### src/rtl/uart_baud_gen_frac.sv
// Purpose     : fractional-N UART tick generator (rx_tick at baud*OSR, tx_tick at baud) with runtime divisor load and phase resync.
// Latency     : first rx_tick P = max(div,2)+carry clocks after restart; all outputs registered, no input-to-output comb path.
// Backpressure: none; en_i=0 freezes the phase and forces ticks low, while strobes are always honoured.
//
// Ports
//   clk_i        system clock, all logic on posedge
//   rst_i        asynchronous active-high reset
//   en_i         1 = count, 0 = hold cnt/acc/carry/os_cnt and suppress ticks
//   div_load_i   1-cycle strobe: latch div_int_i/div_frac_i and restart the phase
//   div_int_i    integer divisor (clk cycles per rx_tick); 0 and 1 behave as 2
//   div_frac_i   fractional divisor in units of 1/2**FRAC_W clock
//   resync_i     1-cycle strobe: restart the phase, keep the divisor
//   rx_tick_o    oversample tick, 1-cycle pulse
//   tx_tick_o    baud tick, only ever together with the OSR-th rx_tick
//   os_phase_o   current oversample slot 0..OSR-1
module uart_baud_gen_frac #(
    parameter int DIV_W        = 16,
    parameter int FRAC_W       = 4,
    parameter int OSR          = 16,
    parameter int DEFAULT_INT  = 65,
    parameter int DEFAULT_FRAC = 2,
    localparam int PH_W        = $clog2(OSR)
) (
    input  logic              clk_i,
    input  logic              rst_i,
    input  logic              en_i,
    input  logic              div_load_i,
    input  logic [DIV_W-1:0]  div_int_i,
    input  logic [FRAC_W-1:0] div_frac_i,
    input  logic              resync_i,
    output logic              rx_tick_o,
    output logic              tx_tick_o,
    output logic [PH_W-1:0]   os_phase_o
);

    // Stored divisor (raw, unclamped) and phase state.
    logic [DIV_W-1:0]  div_q,     div_d;
    logic [FRAC_W-1:0] frac_q,    frac_d;
    logic [DIV_W-1:0]  cnt_q,     cnt_d;
    logic [FRAC_W-1:0] acc_q,     acc_d;
    logic              carry_q,   carry_d;
    logic [PH_W-1:0]   os_cnt_q,  os_cnt_d;
    logic              rx_tick_q, rx_tick_d;
    logic              tx_tick_q, tx_tick_d;

    // Derived per-period values.
    logic [DIV_W-1:0]  div_eff;
    logic [DIV_W:0]    period_m1;
    logic              at_end;
    logic [FRAC_W:0]   frac_sum;
    logic              os_last;

    // A divisor of 0 or 1 cannot produce a distinct tick per period, so the
    // counter always runs at least two cycles.
    assign div_eff = (div_q < DIV_W'(2)) ? DIV_W'(2) : div_q;

    // P-1 is formed one bit wider so that div_eff = 2**DIV_W-1 plus a carry
    // still compares correctly; div_eff >= 2 keeps the subtraction positive.
    assign period_m1 = {1'b0, div_eff}
                     + {{DIV_W{1'b0}}, carry_q}
                     - {{DIV_W{1'b0}}, 1'b1};

    assign at_end = ({1'b0, cnt_q} == period_m1);

    // Fractional accumulator: its carry out stretches the NEXT period by one
    // clock, which spreads the remainder evenly across rx_ticks.
    assign frac_sum = {1'b0, acc_q} + {1'b0, frac_q};

    assign os_last = (os_cnt_q == PH_W'(OSR - 1));

    always_comb begin
        div_d     = div_q;
        frac_d    = frac_q;
        cnt_d     = cnt_q;
        acc_d     = acc_q;
        carry_d   = carry_q;
        os_cnt_d  = os_cnt_q;
        rx_tick_d = 1'b0;
        tx_tick_d = 1'b0;

        if (div_load_i || resync_i) begin
            // Either strobe restarts the phase grid and swallows any tick
            // that would have fired this cycle; div_load also takes the new
            // divisor, so it covers the case where both strobes coincide.
            if (div_load_i) begin
                div_d  = div_int_i;
                frac_d = div_frac_i;
            end
            cnt_d    = '0;
            acc_d    = '0;
            carry_d  = 1'b0;
            os_cnt_d = '0;
        end else if (en_i) begin
            if (at_end) begin
                cnt_d              = '0;
                rx_tick_d          = 1'b1;
                {carry_d, acc_d}   = frac_sum;
                tx_tick_d          = os_last;
                os_cnt_d           = os_last ? '0 : os_cnt_q + PH_W'(1);
            end else begin
                cnt_d = cnt_q + DIV_W'(1);
            end
        end
    end

    always_ff @(posedge clk_i or posedge rst_i) begin
        if (rst_i) begin
            div_q     <= DIV_W'(DEFAULT_INT);
            frac_q    <= FRAC_W'(DEFAULT_FRAC);
            cnt_q     <= '0;
            acc_q     <= '0;
            carry_q   <= 1'b0;
            os_cnt_q  <= '0;
            rx_tick_q <= 1'b0;
            tx_tick_q <= 1'b0;
        end else begin
            div_q     <= div_d;
            frac_q    <= frac_d;
            cnt_q     <= cnt_d;
            acc_q     <= acc_d;
            carry_q   <= carry_d;
            os_cnt_q  <= os_cnt_d;
            rx_tick_q <= rx_tick_d;
            tx_tick_q <= tx_tick_d;
        end
    end

    assign rx_tick_o  = rx_tick_q;
    assign tx_tick_o  = tx_tick_q;
    assign os_phase_o = os_cnt_q;

endmodule
### config.mk
export PLATFORM = sky130hd
export DESIGN_NAME = uart_baud_gen_frac
export DESIGN_NICKNAME = d
export VERILOG_FILES = /design/src/rtl/uart_baud_gen_frac.sv
export SDC_FILE = /design/constraint.sdc
export NUM_CORES = 1
export LEC_CHECK = 0
export BUFFER_PORTS_ARGS = -buffer_cell sky130_fd_sc_hd__clkbuf_2
export CAP_MARGIN = 0
export CORE_UTILIZATION = 50
export CTS_BUF_LIST = sky130_fd_sc_hd__clkbuf_16
export DETAILED_ROUTE_END_ITERATION = 10
export MAX_ROUTING_LAYER = met4
export PLACE_DENSITY = 0.81
export SKIP_LAST_GASP = 1
export SLEW_MARGIN = 20
export SYNTH_ARGS = -nofsm -noshare
export SYNTH_HDL_FRONTEND = slang
export SYNTH_SLANG_ARGS = --single-unit
### constraint.sdc
create_clock -name clk_i -period 3.4 [get_ports clk_i]
set_clock_uncertainty 0.05 [all_clocks]
set_input_delay 0.51 -clock clk_i [delete_from_list [all_inputs] [get_ports clk_i]]
set_output_delay 0.51 -clock clk_i [all_outputs]
set_load 0.005 [all_outputs]
Word-level counts from Yosys, hierarchy flattened

Cells that the tools add are included.

Add/sub/neg operators: 5
Multipliers: 0
Div/mod/pow operators: 0
Order comparisons: 1
Eq/ne operators: 2
Shift-type cells: 0
Muxes and demuxes: 20
Bitwise gates (word level): 0
Reductions and logical operators: 5

Operator list:

| cell                                                                          | count |
|---|---|
| 16-bit two-way mux                                                            | 4 |
| 4-bit two-way mux                                                             | 7 |
| 16-bit by 1-bit adder with 17-bit output                                      | 1 |
| 16-bit by 17-bit == test with 1-bit output                                    | 1 |
| 17-bit by 1-bit subtractor with 17-bit output, second input constant          | 1 |
| 16-bit by 1-bit adder with 16-bit output, second input constant               | 1 |
| 16-bit by 2-bit less-than comparator with 1-bit output, second input constant | 1 |
| 1-bit two-way mux                                                             | 9 |
| 4-bit by 4-bit adder with 5-bit output                                        | 1 |
| 4-bit by 1-bit adder with 4-bit output, second input constant                 | 1 |
| 4-bit == test, second input constant                                          | 1 |
| 2-bit AND reduction                                                           | 2 |
| 2-bit nonzero test                                                            | 2 |
| 1-bit logical OR                                                              | 1 |

Register bits: 47
Bits in latches: 0
Memory bits (writable): 0
ROM bits: 0
Input bits: 25
Memories kept: 0

Logic depth before layout (Yosys ltp)

Depth after elaboration: 8
Gate-level depth with buffers: 14

Least setup slack after synthesis

OpenSTA, ideal clock, no wires.

Path kind: register to register
From: register div_q[13]
To: register os_cnt_q[2] (netlist: os_phase_o[2])
Arrival: 3.547 ns
Required time: 3.272 ns
Setup slack: -0.275 ns
Stages on the path, launching flop included: 14
Buffers on the path: 1
Period minus slack after synthesis: 3.675 ns
Path through: dfrtp_1 -> nor4_4 -> nand4_1 -> o31ai_1 -> ha_1 -> ha_1 -> nor3b_1 -> nand4_1 -> mux2i_1 -> o211ai_1 -> or4_1 -> buf_2 -> or4_1 -> a21oi_1

Word-level cells in the longest chain between the ends: 7

Ends and longest elaborated chain:

| what                                                   | line | RTL |
|---|---|---|
| from (decl)                                            | 37   | `logic [DIV_W-1:0] div_q, div_d;` |
| from (signal assigned)                                 | 108  | `div_q <= DIV_W'(DEFAULT_INT);` |
| from (signal assigned)                                 | 117  | `div_q <= div_d;` |
| 16-bit by 2-bit less-than comparator with 1-bit output | 55   | `assign div_eff = (div_q < DIV_W'(2)) ? DIV_W'(2) : div_q;` |
| 16-bit two-way mux (*)                                 | 55   |  |
| 16-bit by 1-bit adder with 17-bit output (*)           | 60   | `+ {{DIV_W{1'b0}}, carry_q}` |
| 17-bit by 1-bit subtractor with 17-bit output (*)      | 61   | `- {{DIV_W{1'b0}}, 1'b1};` |
| 16-bit by 17-bit == test with 1-bit output (*)         | 63   | `assign at_end = ({1'b0, cnt_q} == period_m1);` |
| 2-bit nonzero test (no source line) (*)                | --   |  |
| 2-bit AND reduction (no source line) (*)               | --   |  |
| to (signal assigned)                                   | 122  | `os_cnt_q <= os_cnt_d;` |
| to (decl)                                              | 42   | `logic [PH_W-1:0] os_cnt_q, os_cnt_d;` |

Every way passes the cells marked *; elsewhere a longest branch is shown, timed or not.
A chain may end at the register's enable or synchronous reset.

Final worst setup path

From: register div_q[9]
To: register os_cnt_q[2] (netlist: os_phase_o[2])

Same word-level chain as after synthesis.

==> flow_metrics.py <==
metrics = {
    "logic_synthesis": {
        "dominantRegCellSynth": "dfrtp_1",
        "synth_seq_cells": 47,
        "async_flop_share_pct": 100.0,
        "synth.avg_cell_area_sq_um": 10.43,
        "synth_edf_count": 0,
        "synth_area_sq_um": 2816,
        "synth_cell_types": 51,
        "netlist_instances": 270,
        "yosys_warnings": 0,
        "ys_seq_area_share_pct": 41.89,
        "syn_nets": 304,
    },
    "worst_setup_path": {
        "crit_required_ns": 3.56,
        "critPathKind": "reg -> reg",
        "path_cells": "nor4_4, nand4_1, o31ai_2, ha_2, or3b_4, nor3_4, mux2i_2, xnor2_1, or4_4, or4_4, a21oi_2",
        "end_kind": "flip-flop",
        "path_delay_family": "simple AND/OR/NAND/NOR gates",
        "critical_path_buf_inv_count": 0,
        "crit_fanout": 3,
        "cp_slowest_cell": "or4_4",
        "crit_arrival_ns": 4.04,
        "path_common_cell": "or4_4",
        "critPathLaunchType": "flip-flop",
        "max_stage_delay_ns": 0.56,
    },
    "detailed_routing": {
        "first_pass_iters": 4,
        "ant_nets": 0,
        "wl_met3_um": 321,
        "vias": 2427,
        "dr.first_iter.drc_count": 205,
        "viasPerCell": 6.098,
        "finalWirelength_um": 7329,
        "routed.top_layer": "met4",
        "wl_per_cell_um": 18.41,
        "wl_met1_um": 3076,
        "drc": 0,
        "wl_met2_um": 3665,
    },
    "floorplanning": {
        "ioPinCount": 31,
        "initial_core_util_pct": 53.44,
        "core_area_sq_um": 5270,
        "die_area_sq_um": 5937,
        "row_count": 26,
        "die-width_um": 77.05,
        "fp.dieH_um": 77.05,
    },
    "finish": {
        "final_cell_mix": "44 x dfrtp_1, 30 x clkbuf_2, 28 x buf_4",
        "syn2layout_area_growth_pct": 25.68,
        "layout-drive-gt1-share_pct": 38.72,
        "fillers": 391,
        "mostFrequentLayoutCell": "dfrtp_1",
        "diodes": 0,
        "nNetsFinal": 361,
    },
    "power": {
        "ir_worst_vdd_mv": 0.3068,
        "power.leakage_nw": 1.537,
        "p_total_mw": 1.324,
        "powerDensity_nw_per_um2": 374.0,
    },
    "placed_design": {
        "hpwlAfterDp_um": 4665,
        "io_buffers": 30,
        "gp_congestion": 0.8823,
    },
    "status": {
        "violations": "negative setup slack",
        "run_status": "complete, but fails checks",
    },
    "clock_network": {
        "htreeDepth": 2,
        "clock_path_buffers": 2,
        "clock-sinks": 47,
        "cts-root-buf": "clkbuf_16",
        "cts_tree": "built",
        "path_clk_slew_ns": 0.06,
        "numCtsBuffers": 5,
        "clock_latency_ns": 0.29,
    },
    "global_route": {
        "grt_max_degree": 48,
        "grt_pass1_vias": 2494,
        "grt_overflow": 0,
        "grt_pass1_wl_um": 11820,
        "antenna_found_initial": 0,
        "grtUsageTotal_pct": 25.93,
    },
    "sta": {
        "period_needed_ns": 3.874,
        "drv_slew": 0,
        "fin_crit_sh_pct": 114.0,
        "setup_viol": 27,
        "relSlewSlack_pct": 45.32,
        "setup_slack_ns": -0.4743,
        "rsz0062_at_grt": "true",
        "timing.hold.ws_ns": 0.2900,
        "fmax_mhz": 258.1,
        "finalHoldViolCount": 0,
        "tightestPinTransition_ns": 0.8192,
    },
    "min_path": {
        "hp-class": "in -> async",
    },
    "job": {
        "cap_viol_max_count": 0,
    },
}
## power breakdown
group / switching [mW] / internal (mW) / total [mW]
sequential: 0.0241 / 0.587 / 0.611
combinational: 0.124 / 0.115 / 0.239
clock: 0.206 / 0.269 / 0.474
## worst register-to-register path, stage by stage (launching register included)
cell and delay (ns):
dfrtp_1 0.42, nor4_4 0.34, nand4_1 0.22, o31ai_2 0.32
ha_2 0.27, or3b_4 0.42, nor3_4 0.18, mux2i_2 0.29
xnor2_1 0.13, or4_4 0.56, or4_4 0.50, a21oi_2 0.12
## area by class of cell
class / count / area, sq um / area share (%)
clock buffers: 5 / 125.1 / 3.535
clock inverters: 3 / 16.27 / 0.4595
inverters: 5 / 20.02 / 0.5656
multi-input cells: 202 / 1660 / 46.91
flip-flops and latches: 47 / 1180 / 33.33
well taps: 70 / 87.58 / 2.474
repair buffers: 66 / 450.4 / 12.73
## state kept, by name (all words and copies together), names as in the netlist
| name | cells |
|---|---|
| frac_q | 4 |
| rx_tick_o | 1 |
| os_phase_o | 4 |
| div_q | 16 |
| tx_tick_o | 1 |
| cnt_q | 16 |
| carry_q | 1 |
| acc_q | 4 |
## synthesized netlist by cell type, types with 3 or more instances
| library cell | count | share of area, % |
|---|---|---|
| or4_1 | 5 | 1.3 |
| inv_1 | 5 | 0.67 |
| nor3_1 | 18 | 3.2 |
| nand3_1 | 8 | 1.4 |
| dfstp_2 | 3 | 2.8 |
| dfrtp_1 | 44 | 39 |
| a31oi_1 | 6 | 1.3 |
| nor2_1 | 9 | 1.2 |
| xnor2_1 | 16 | 5.0 |
| nand4b_1 | 3 | 0.93 |
| xor2_1 | 19 | 5.9 |
| nand4_1 | 13 | 2.9 |
| clkbuf_1 | 10 | 1.3 |
| o21ai_0 | 7 | 1.2 |
| mux2_2 | 21 | 8.4 |
| and2_1 | 3 | 0.67 |
| ha_1 | 8 | 3.6 |
| a21oi_1 | 12 | 2.1 |
| and3_1 | 6 | 1.3 |
| o31ai_1 | 3 | 0.80 |
| nand2_1 | 7 | 0.93 |
| or3_1 | 3 | 0.67 |
| buf_2 | 3 | 0.53 |
| a211oi_1 | 5 | 1.3 |
## stage by stage
step	TNS (ns)	area [sq um]	util (%)	setup WS, ns	instances
2_1_floorplan	-3.982	2824	-	-0.2391	270
3_3_place_gp	-0.4211	3212	60.94	-0.09834	384
3_5_place_dp	-5.071	3212	60.94	-0.2398	384
4_1_cts	-3.077	3447	65.41	-0.2946	396
5_1_grt	-12.87	3540	67.17	-0.5684	398
6_report	-9.768	3540	67.17	-0.4743	398
## per-layer routing
metal	vias up	track usage [%]
li1	1111	-
met1	1217	31.04
met2	78	42.86
met3	21	4.524
met4	0	11.51
met5	-	-
## logic make-up after synthesis
family,Yosys count,share of synthesized area (%)
adder cells (fa/ha/maj),9,4.265
AO/OA/AOI/OAI,45,10.48
AND/OR/NAND/NOR,90,20.13
flip-flops,47,41.89
multiplexers,23,9.107
buffers and inverters,21,3.243
XOR/XNOR,35,10.88
## timing repair
action,CTS,global route
pin swaps,6,10
setup endpoints to repair,27,27
endpoints found under the hold margin,0,0
cloned,1,0
buffers inserted,3,2
hold buffers,0,0
resized for setup,19,19
## final timing paths
| check | from | end | slack (ns) | cells after the start |
|---|---|---|---|---|
| worst max-delay path | div_q[9]$_DFFE_PP0P_ | os_phase_o[2]$_DFFE_PP0P_ | -0.47 | 11 |
| worst min-delay path | rst_i | cnt_q[12]$_DFFE_PP0P_ | 0.29 | 2 |
| worst max register to register | div_q[9]$_DFFE_PP0P_ | os_phase_o[2]$_DFFE_PP0P_ | -0.47 | 11 |
| worst min register to register | frac_q[0]$_DFFE_PP0P_ | frac_q[0]$_DFFE_PP0P_ | 0.47 | 1 |
| max in group asynchronous | rst_i | cnt_q[0]$_DFFE_PP0P_ | 2.53 | 2 |
| min in group clk_i | div_int_i[14] | div_q[14]$_DFFE_PP0P_ | 0.40 | 2 |
Power figures use the tool's default switching activity.
